### src/rtl/cache_mem_arbiter.sv
// cache_mem_arbiter
//   Arbitrates icache and dcache word accesses onto a single-ported RAM.
//   The dcache has priority. A starvation counter forces an icache grant
//   after STARVE_MAX dcache words have been served while iREN was pending.
//   Dcache bursts of up to MAX_BURST words are served without letting the
//   icache in between them.
//
// Ports
//   CLK, nRST        clock (rising edge), asynchronous active-low reset
//   iREN/iaddr       icache read request and word address
//   iwait/iload      0 = iload valid, icache access complete
//   dREN/dWEN        dcache read / write request (write wins if both are set)
//   daddr/dstore     dcache word address and write data
//   dwait/dload      0 = dcache access complete (dload valid on a read)
//   ramREN/ramWEN    RAM read / write enables
//   ramaddr/ramstore RAM address and write data
//   ramload          RAM read data
//   ramstate         00 FREE, 01 BUSY, 10 ACCESS, 11 ERROR
//   ram_err          sticky flag: RAM reported ERROR since reset
module cache_mem_arbiter #(
    parameter int ADDR_W     = 32,
    parameter int DATA_W     = 32,
    parameter int STARVE_MAX = 4,
    parameter int MAX_BURST  = 2
) (
    input  logic              CLK,
    input  logic              nRST,
    input  logic              iREN,
    input  logic [ADDR_W-1:0] iaddr,
    output logic              iwait,
    output logic [DATA_W-1:0] iload,
    input  logic              dREN,
    input  logic              dWEN,
    input  logic [ADDR_W-1:0] daddr,
    input  logic [DATA_W-1:0] dstore,
    output logic              dwait,
    output logic [DATA_W-1:0] dload,
    output logic              ramREN,
    output logic              ramWEN,
    output logic [ADDR_W-1:0] ramaddr,
    output logic [DATA_W-1:0] ramstore,
    input  logic [DATA_W-1:0] ramload,
    input  logic [1:0]        ramstate,
    output logic              ram_err
);

    localparam int SW = $clog2(STARVE_MAX + 1);
    localparam int BW = $clog2(MAX_BURST + 1);
    localparam logic [SW-1:0] STARVE_LIM = SW'(STARVE_MAX);
    localparam logic [BW-1:0] BURST_LIM  = BW'(MAX_BURST);

    typedef enum logic [1:0] {
        IDLE,
        IGNT,
        DGNT,
        DHOLD
    } state_t;

    state_t        state, state_n;
    logic [SW-1:0] starve_cnt, starve_n;
    logic [BW-1:0] burst_cnt, burst_n;
    logic          err_n;

    logic dreq;
    logic starved;
    logic done;
    logic is_err;

    assign dreq    = dREN | dWEN;
    assign starved = (starve_cnt >= STARVE_LIM);
    // ACCESS and ERROR both end the access; ERROR additionally sets ram_err.
    assign done    = ramstate[1];
    assign is_err  = (ramstate == 2'b11);

    // Read data is passed straight through; it is only meaningful while the
    // matching wait is low.
    assign iload = ramload;
    assign dload = ramload;

    always_ff @(posedge CLK or negedge nRST) begin
        if (!nRST) begin
            state      <= IDLE;
            starve_cnt <= '0;
            burst_cnt  <= '0;
            ram_err    <= 1'b0;
        end else begin
            state      <= state_n;
            starve_cnt <= starve_n;
            burst_cnt  <= burst_n;
            ram_err    <= err_n;
        end
    end

    always_comb begin
        state_n  = state;
        starve_n = starve_cnt;
        burst_n  = burst_cnt;
        err_n    = ram_err;
        ramREN   = 1'b0;
        ramWEN   = 1'b0;
        ramaddr  = '0;
        ramstore = '0;
        iwait    = 1'b1;
        dwait    = 1'b1;

        case (state)
            IDLE: begin
                if (iREN && (starved || !dreq)) begin
                    state_n = IGNT;
                end else if (dreq) begin
                    state_n = DGNT;
                    burst_n = '0;
                end
            end

            IGNT: begin
                // A dropped request abandons the access without completing it.
                if (!iREN) begin
                    state_n = IDLE;
                end else begin
                    ramREN  = 1'b1;
                    ramaddr = iaddr;
                    if (done) begin
                        iwait    = 1'b0;
                        starve_n = '0;
                        state_n  = IDLE;
                        if (is_err) begin
                            err_n = 1'b1;
                        end
                    end
                end
            end

            DGNT: begin
                if (!dreq) begin
                    state_n = IDLE;
                end else begin
                    ramaddr = daddr;
                    if (dWEN) begin
                        ramWEN   = 1'b1;
                        ramstore = dstore;
                    end else begin
                        ramREN = 1'b1;
                    end
                    if (done) begin
                        dwait   = 1'b0;
                        burst_n = burst_cnt + BW'(1);
                        if (iREN && !starved) begin
                            starve_n = starve_cnt + SW'(1);
                        end
                        state_n = DHOLD;
                        if (is_err) begin
                            err_n = 1'b1;
                        end
                    end
                end
            end

            DHOLD: begin
                // One idle cycle between dcache words lets the requester
                // present the next address; the burst continues only while
                // under the burst limit and the icache is not starved.
                if (dreq && (burst_cnt < BURST_LIM) && !(iREN && starved)) begin
                    state_n = DGNT;
                end else begin
                    state_n = IDLE;
                    burst_n = '0;
                end
            end

            default: begin
                state_n = IDLE;
            end
        endcase
    end

endmodule
### config.mk
export PLATFORM = sky130hd
export DESIGN_NAME = cache_mem_arbiter
export DESIGN_NICKNAME = d
export VERILOG_FILES = /design/src/rtl/cache_mem_arbiter.sv
export SDC_FILE = /design/constraint.sdc
export NUM_CORES = 1
export LEC_CHECK = 0
export CAP_MARGIN = 15
export CORE_AREA = 3 3 104 106
export DETAILED_ROUTE_END_ITERATION = 8
export DIE_AREA = 0 0 107 109
export GPL_TIMING_DRIVEN = 1
export PLACE_DENSITY = 0.66
export SLEW_MARGIN = 10
export SYNTH_ARGS = -nofsm -noshare
export SYNTH_HDL_FRONTEND = slang
export SYNTH_SLANG_ARGS = --single-unit
### constraint.sdc
create_clock -name CLK -period 2.95 [get_ports CLK]
set_clock_uncertainty 0.05 [all_clocks]
set_input_delay 0.59 -clock CLK [delete_from_list [all_inputs] [get_ports CLK]]
set_output_delay 0.59 -clock CLK [all_outputs]
set_load 0.02 [all_outputs]
# Yosys cells after proc, flatten, opt, wreduce, memory -nomap -nowiden
# Index checks and enable logic that the tools add are counted.
[word_totals]
in_bits = 135
mem_bits_rw = 0
reg_bits = 8
latchBits = 0
memories = 0
out_inout_bits = 133
word_cells = 83
romBits = 0
[op_classes]
n_shift = 0
magnitude_cmp = 2
n_addsub = 2
mux = 43
n_reduce_logical = 16
div = 0
n_bitwise = 1
multipliers = 0
n_eq_ne = 15
[op_table]
columns = ["op", "count"]
rows = [
  ["32-bit two-way mux", 5],
  ["32-bit case mux with 2 select lines", 1],
  ["2-bit two-way mux", 12],
  ["2-bit != test (second input constant)", 8],
  ["1-bit two-way mux", 15],
  ["3-bit two-way mux", 5],
  ["6-bit AND reduction", 2],
  ["3-bit != test (second input constant)", 3],
  ["2-bit case mux with 4 select lines", 1],
  ["2-bit equality test (second input constant)", 3],
  ["2-bit case mux with 3 select lines", 1],
  ["3-bit case mux with 2 select lines", 1],
  ["3-bit AND reduction", 2],
  ["1-bit logical AND", 5],
  ["1-bit case mux with 2 select lines", 2],
  ["3-bit by 1-bit adder with 3-bit output (second input constant)", 1],
  ["3-bit greater-or-equal comparator (second input constant)", 1],
  ["1-bit logical NOT", 3],
  ["3-bit nonzero test", 1],
  ["2-bit by 1-bit adder with 2-bit output (second input constant)", 1],
  ["2-bit by 1-bit equality test with 1-bit output (second input constant)", 1],
  ["2-bit logical NOT", 1],
  ["2-bit less-than comparator (second input constant)", 1],
  ["2-bit nonzero test", 1],
  ["2 further kinds", 2],
]

# Logic depth before layout (Yosys ltp)
# Gate-level depths: netlist (run 1).
[depth]
word_depth = 7
mapped_depth = 8
depth_no_buf = 6

# Worst setup path before layout (run 1)
# Ideal clock, no wire load.
[synth_timing]
path_kind = "register -> output"
start = "reg state[0]"
end = "out ramaddr[10]"
t_arrival_ns = 1.766
n_path_buf = 3
path_stages_with_launch = 9
setup_slack_ns = 0.544
cell_sequence = "dfrtp_1 > inv_1 > ha_1 > clkbuf_1 > nor2b_1 > clkbuf_1 > buf_2 > a22oi_1 > nor2_1"
[synth_via]
elab_chain_cells = 2
[synth_rtl]
columns = ["item", "line", "source"]
rows = [
  ["from (decl)", "59", "state_t state, state_n;"],
  ["from (signal assigned)", "87", "state <= state_n;"],
  ["2-bit equality test / 2-bit by 1-bit equality test with 1-bit output (equally long branches)", "106", "case (state)"],
  ["32-bit case mux with 2 select lines (*)", "106", ""],
  ["to (decl)", "40", "output logic [ADDR_W-1:0] ramaddr,"],
]
# Mark *: on every way between the ends. The rest lies on a longest branch, timed or not.

# Final worst setup path (run 1)
[layout_timing]
start = "in dWEN"
end = "out ramstore[10]"
[layout_via]
elab_chain_cells = 3
[layout_rtl]
columns = ["item", "line", "source"]
rows = [
  ["from (decl)", "33", "input logic dWEN,"],
  ["32-bit two-way mux / 1-bit OR (equally long branches)", "139, 69", ""],
  ["32-bit two-way mux (*)", "135", "if (!dreq) begin"],
  ["32-bit two-way mux (*)", "106", ""],
  ["to (decl)", "41", "output logic [DATA_W-1:0] ramstore,"],
]
# Marks and branches as above.

==> flow_summary.json, run 1 <==
{
  "instances_no_fill": 475,
  "finalSetupViolations": 0,
  "synth_top_area_share_pct": 27.79,
  "max-vdd-ir-drop_uv": 342.7,
  "slowest_stage": "clkdlybuf4s50_1",
  "synth_common_cells": "buf_4 (64), nor2_1 (33), a22oi_1 (32), and3_1 (32), clkbuf_1 (16)",
  "fin_util_pct": 31.89,
  "worstHoldEndpoint": "ram_err$_DFFE_PN0P_",
  "cts_tree": "done",
  "synth_area_um2": 1729,
  "die_h_um": 109,
  "io-pin-count": 268,
  "path_class": "primary input to primary output",
  "vias": 1995,
  "period_minus_slack_ns": 2.870,
  "fillers": 1037,
  "ant_nets": 0,
  "dieArea_um2": 11660,
  "track_usage_pct": 11.20,
  "clk_pin_slew_ns": 0.04,
  "viasPerCell": 4.200,
  "r2r_slack_ns": 0.83,
  "synth_fp_nets": 384,
  "worstRegToRegCells": 7,
  "syn_inst": 243,
  "synthFlopType": "dfrtp_1",
  "synth.largest_area_cell": "buf_4",
  "gp_congestion": 0.7833,
  "relSlewSlack_pct": 75.36,
  "critPathRequiredTime_ns": 2.31,
  "cts_root_buf": "clkbuf_8",
  "max_freq_mhz": 348.4,
  "hold_start": "ram_err$_DFFE_PN0P_",
  "finalCritPeriodShare_pct": 97.30,
  "grt-ovfl-total": 0,
  "endpoint_kind": "primary output",
  "antenna_found_initial": 0,
  "drt_wl_total_um": 7275,
  "rows": 36,
  "dp.cells": 472,
  "hold_path_depth": 1,
  "maxCapViolations": 0,
  "syn_avg_cell_area_um2": 7.116,
  "hold_viol_final": 0,
  "path_cells": "clkdlybuf4s50_1 -> buf_4 -> and3_1 -> clkdlybuf4s50_1",
  "drt_iter0_drc": 90,
  "power.leakage_nw": 1.459,
  "insertion_delay_ns": 0.23,
  "status": "finished clean",
  "core_um2": 9864,
  "drtPass1Iterations": 4,
  "cts.sinks": 8,
  "cts_made_buffers": 3,
  "seq_area_um2": 200.2,
  "tightest_slew_ns": 0.3603,
  "ys_ff_latch": 8,
  "cellPowerDensity_nw_per_um2": 622.6,
  "nets": 485,
  "synth.distinct_cells": 32,
  "crit_top_cell": "clkdlybuf4s50_1",
  "synth_most_common_cell": "buf_4",
  "crit_arrival_ns": 2.23,
  "slowest_delay_ns": 0.63,
  "start_util_pct": 17.53,
  "io_buffers": 171,
  "yosysWarnings": 0,
  "cts_buffer_depth": 2,
  "drt-wirelength-per-cell_um": 15.32,
  "start_kind": "primary input",
  "die_w_um": 107,
  "yosys-top-cells-area": "buf_4 (28%), a22oi_1 (14%), and3_1 (12%)",
  "timing.rr.start": "state[0]$_DFFE_PN0P_",
  "grt_max_degree": 46,
  "cts_hold_buffers": 0,
  "r2r-end": "starve_cnt[0]$_DFFE_PN0P_",
  "grt_pass1_vias": 2030,
  "post_cts_buffers": 0,
  "rsz0062_at_grt": "false",
  "path_max_fanout": 38,
  "drc": 0,
  "yosysSeqAreaShare_pct": 11.58,
  "antenna_cells": 0,
  "hold_class": "flip-flop to flip-flop",
  "grt_pass1_wl_um": 10580,
  "multi_input_comb_area_um2": 948.4,
  "syn2layout_area_growth_pct": 81.91,
  "maxSlewViolCount": 0,
  "hpwl_um": 5864,
  "async_flop_share_pct": 100.0,
  "synth-edff-count": 0,
  "htree_levels": 1,
  "drive_gt1_share_pct": 4.678
}
==> critical path, delay by kind of cell <==
family | cells | cell delay (ns)
buffers and inverters | 3 | 1.43
AND/OR/NAND/NOR | 1 | 0.21
==> worst max path at each step <==
stage	start	end	slack [ns]	cells past startpoint
2_1_floorplan	state[0]$_DFFE_PN0P_	ramaddr[10]	0.54	8
3_3_place_gp	dWEN	ramaddr[26]	-0.05	7
3_5_place_dp	dREN	ramaddr[26]	-0.1	7
4_1_cts	dWEN	ramREN	0.04	5
5_1_grt	dWEN	ramstore[10]	0.004	4
6_report	dWEN	ramstore[10]	0.08	4
==> flip-flops by register name, summed over array words and instances (netlist names) <==
name	count
starve_cnt	3
state	2
burst_cnt	2
ram_err	1
==> metrics by stage <==
| stage | hold WS, ns | cell area, um^2 | power [W] | setup WS [ns] | TNS, ns |
|---|---|---|---|---|---|
| final | 0.4142 | 3146 | 0.001958 | 0.07970 | 0 |
| after global routing | 0.4389 | 3146 | 0.002125 | 0.003606 | 0 |
| after CTS | 0.4165 | 3143 | 0.001990 | 0.03796 | 0 |
| after detailed placement | 0.4076 | 3142 | 0.001947 | -0.09772 | -1.979 |
| after global placement | 0.4060 | 3142 | 0.001918 | -0.05418 | -0.4766 |
| after floorplan | 0.2444 | 1729 | 0.001286 | 0.5440 | 0 |
==> kinds of logic after synthesis <==
group,count (synthesis),share of synthesized area (%)
flops,8,11.58
fa+ha+maj,6,4.341
mux,7,4.848
compound gates,50,20.84
buf+inv,90,33.72
simple gates,82,24.67
==> layout by cell type (no fill, tap or decap), drive strengths merged, types with 5 or more instances in the layout <==
cell type	n
dlygate4sd2	32
ha	6
and3	32
nor2	33
clkdlybuf4s50	138
a22oi	32
dfrtp	8
mux2	5
inv	5
buf	9
==> where the power goes <==
part / switching [W] / internal, W
combinational: 0.000916 / 0.000734
clock: 0.0000425 / 0.0000884
sequential: 0.0000305 / 0.000147
==> layout make-up <==
class                      count  share of cell area (%)
timing repair buffer         180                   56.17
tap                          133                   5.290
sequential                     8                   6.364
clock buffer                   3                   1.313
inverter                       6                  0.7160
multi-input combinational    145                   30.15
==> layer usage <==
metal  global-route usage (%)  part of all wire, %
met1                    12.32                   38
met2                    20.64                   52
met3                    2.842                  7.7
met4                    4.384                  2.8
met5                        0                    0
==> what timing repair did <==
item                                    in CTS  in global routing
resized for setup                           32                  1
hold endpoints to repair                     0                  0
endpoints found under the setup margin      32                  1
cloned                                       0                  0
(Power assumes the default switching activity.)
==> run 2: changes to the inputs <==
--- a/config.mk
+++ b/config.mk
@@ -8,5 +8,5 @@
 export CAP_MARGIN = 15
-export CORE_AREA = 3 3 104 106
+export CORE_AREA = 2 2 103 105
 export DETAILED_ROUTE_END_ITERATION = 8
-export DIE_AREA = 0 0 107 109
+export DIE_AREA = 0 0 105 107
 export GPL_TIMING_DRIVEN = 1
--- a/constraint.sdc
+++ b/constraint.sdc
@@ -4,2 +4,2 @@
 set_output_delay 0.59 -clock CLK [all_outputs]
-set_load 0.02 [all_outputs]
+set_load 0.1 [all_outputs]
==> run 2 against run 1 <==
Clock power about the same. Cell count is 0.42% higher. Setup slack better by 0.096 ns. Total power grew 110%. Worst hold slack better by 0.020 ns.
==> flow_summary.json, run 2 (synthesized netlist as in run 1, its figures left out) <==
{
  "largest_register": "starve_cnt",
  "finalSetupViolations": 0,
  "cts_buffer_depth": 2,
  "slowest_delay_ns": 0.62,
  "rows": 37,
  "critPathTopFamily": "buffers and inverters",
  "drt_iter0_drc": 79,
  "path_cells": "clkdlybuf4s50_1 -> and2_1 -> buf_4 -> a22oi_1 -> nor2_2 -> buf_12",
  "drc": 0,
  "power_frac_clock_pct": 3.1,
  "grt_max_degree": 46,
  "path_max_fanout": 19,
  "drtPass1Iterations": 4,
  "ctsResizeCount": 0,
  "cts_made_buffers": 3,
  "setup_ws_ns": 0.1762,
  "setup_tns_ns": 0,
  "clk_pin_slew_ns": 0.04,
  "largest_register_ffs": 3,
  "path_buf_inv": 3,
  "syn2layout_area_growth_pct": 127.2,
  "drt_wl_total_um": 7455,
  "nets": 484,
  "io_buffers": 171,
  "dieArea_um2": 11240,
  "finalCritPeriodShare_pct": 94.03,
  "grt_pass1_wl_um": 11320,
  "core_um2": 10090,
  "worstHoldEndpoint": "ram_err$_DFFE_PN0P_",
  "seq_area_um2": 200.2,
  "final_common_cell": "clkdlybuf4s50_1",
  "drt-wirelength-per-cell_um": 15.63,
  "post_cts_buffers": 0,
  "path_class": "primary input to primary output",
  "track_usage_pct": 12.28,
  "antenna_cells": 0,
  "start_kind": "primary input",
  "grt_pass1_vias": 2152,
  "period_minus_slack_ns": 2.774,
  "io-pin-count": 268,
  "pwr-share-seq_pct": 4.3,
  "rsz0062_at_grt": "false",
  "reg.largest.list": "starve_cnt x3, burst_cnt x2, state x2",
  "crit_arrival_ns": 2.13,
  "relSlewSlack_pct": 72.93,
  "comb_power_share_pct": 92.6,
  "hpwl_um": 6128,
  "htree_levels": 1,
  "p_switching_w": 0.002589,
  "r2r_slack_ns": 0.73,
  "max-vdd-ir-drop_uv": 441.6,
  "die_h_um": 107,
  "maxCapViolations": 0,
  "cts_tree": "done",
  "hold_viol_final": 0,
  "vias": 2066,
  "slowest_stage": "clkdlybuf4s50_1",
  "tightest_slew_ns": 0.3959,
  "multi_input_comb_area_um2": 1032,
  "gp_congestion": 0.8762,
  "drive_gt1_share_pct": 34.31,
  "hold_class": "flip-flop to flip-flop",
  "cts_hold_buffers": 0,
  "cellPowerDensity_nw_per_um2": 1060,
  "post-place-ws_ns": 0.1602,
  "cts.sinks": 8,
  "power.leakage_nw": 1.625,
  "max_freq_mhz": 360.5,
  "endpoint_kind": "primary output",
  "critPathRequiredTime_ns": 2.31,
  "internal-power_w": 0.001574,
  "cts_root_buf": "clkbuf_8",
  "r2r-end": "starve_cnt[2]$_DFFE_PN0P_",
  "maxSlewViolCount": 0,
  "worstRegToRegCells": 7,
  "ant_nets": 0,
  "start_util_pct": 17.13,
  "timing.rr.start": "state[0]$_DFFE_PN0P_",
  "insertion_delay_ns": 0.22,
  "instances_no_fill": 477,
  "dp.cells": 474,
  "hold_path_depth": 1,
  "viasPerCell": 4.331,
  "antenna_found_initial": 0,
  "fillers": 1013,
  "grt-ovfl-total": 0,
  "p_sw_share_pct": 62.19,
  "hold_start": "ram_err$_DFFE_PN0P_",
  "layout_common_cells": "clkdlybuf4s50_1 (102), buf_12 (69), a22oi_1 (32), nor2_2 (32), and3_1 (32)",
  "status": "finished clean",
  "die_w_um": 105
}
## run 2: cell count changes in the layout (fill, tap and decap cells not counted)
cell             previous run  this run
a21oi_1                     4         3
a21oi_2                     0         1
buf_12                      2        69
buf_4                       7         8
clkdlybuf4s50_1           138       102
dlygate4sd2_1              32         0
dlymetal6s2s_1              1         0
nor2_1                     33         1
nor2_2                      0        32
## run 2: metal layers
metal | GRT usage [%] | part of all wire [%]
met5 | 0 | 0
met1 | 12.31 | 35
met4 | 1.810 | 0.74
met2 | 25.14 | 56
met3 | 3.647 | 8.2
## run 2: how the worst max path moves through the flow
| stage | endpoint | cells after the start | slack [ns] | from |
|---|---|---|---|---|
| 2_1_floorplan | ramaddr[10] | 8 | 0.03 | state[0]$_DFFE_PN0P_ |
| 3_3_place_gp | ramaddr[20] | 6 | 0.19 | iREN |
| 3_5_place_dp | ramaddr[22] | 6 | 0.16 | iREN |
| 4_1_cts | ramaddr[22] | 6 | 0.15 | iREN |
| 5_1_grt | ramaddr[21] | 6 | 0.06 | iREN |
| 6_report | ramaddr[22] | 6 | 0.18 | iREN |
## run 2: power by group through the flow
stage,Sequential (W),Clock (W),Combinational (W)
floorplan,0.000174,0,0.00288
global placement,0.000175,0,0.00385
detailed placement,0.000180,0,0.00389
CTS,0.000179,0.000132,0.00390
global route,0.000186,0.000137,0.00400
finish,0.000179,0.000128,0.00386
## run 2: per-stage QoR
stage	power (W)	hold WS (ns)	utilization, %	instance area, um^2
2_1_floorplan	0.003052	0.2444	-	1813
3_3_place_gp	0.004022	0.4061	38.52	3887
3_5_place_dp	0.004071	0.4205	38.52	3887
4_1_cts	0.004211	0.4308	38.93	3929
5_1_grt	0.004327	0.4437	38.93	3929
6_report	0.004163	0.4343	38.93	3929
## run 2: final cells by class
class / count / area share [%]
repair buffers: 179 / 62.68
multi-input cells: 145 / 26.27
flip-flops and latches: 8 / 5.096
well taps: 136 / 4.331
clock buffers: 3 / 1.051
inverters: 6 / 0.5732
==> run 3: changes to the inputs <==
Settings changed: CTS_CLUSTER_DIAMETER from default to 40.
==> results of run 3 <==
Same layout as run 2: the final DEF is identical, and so are final timing and power.
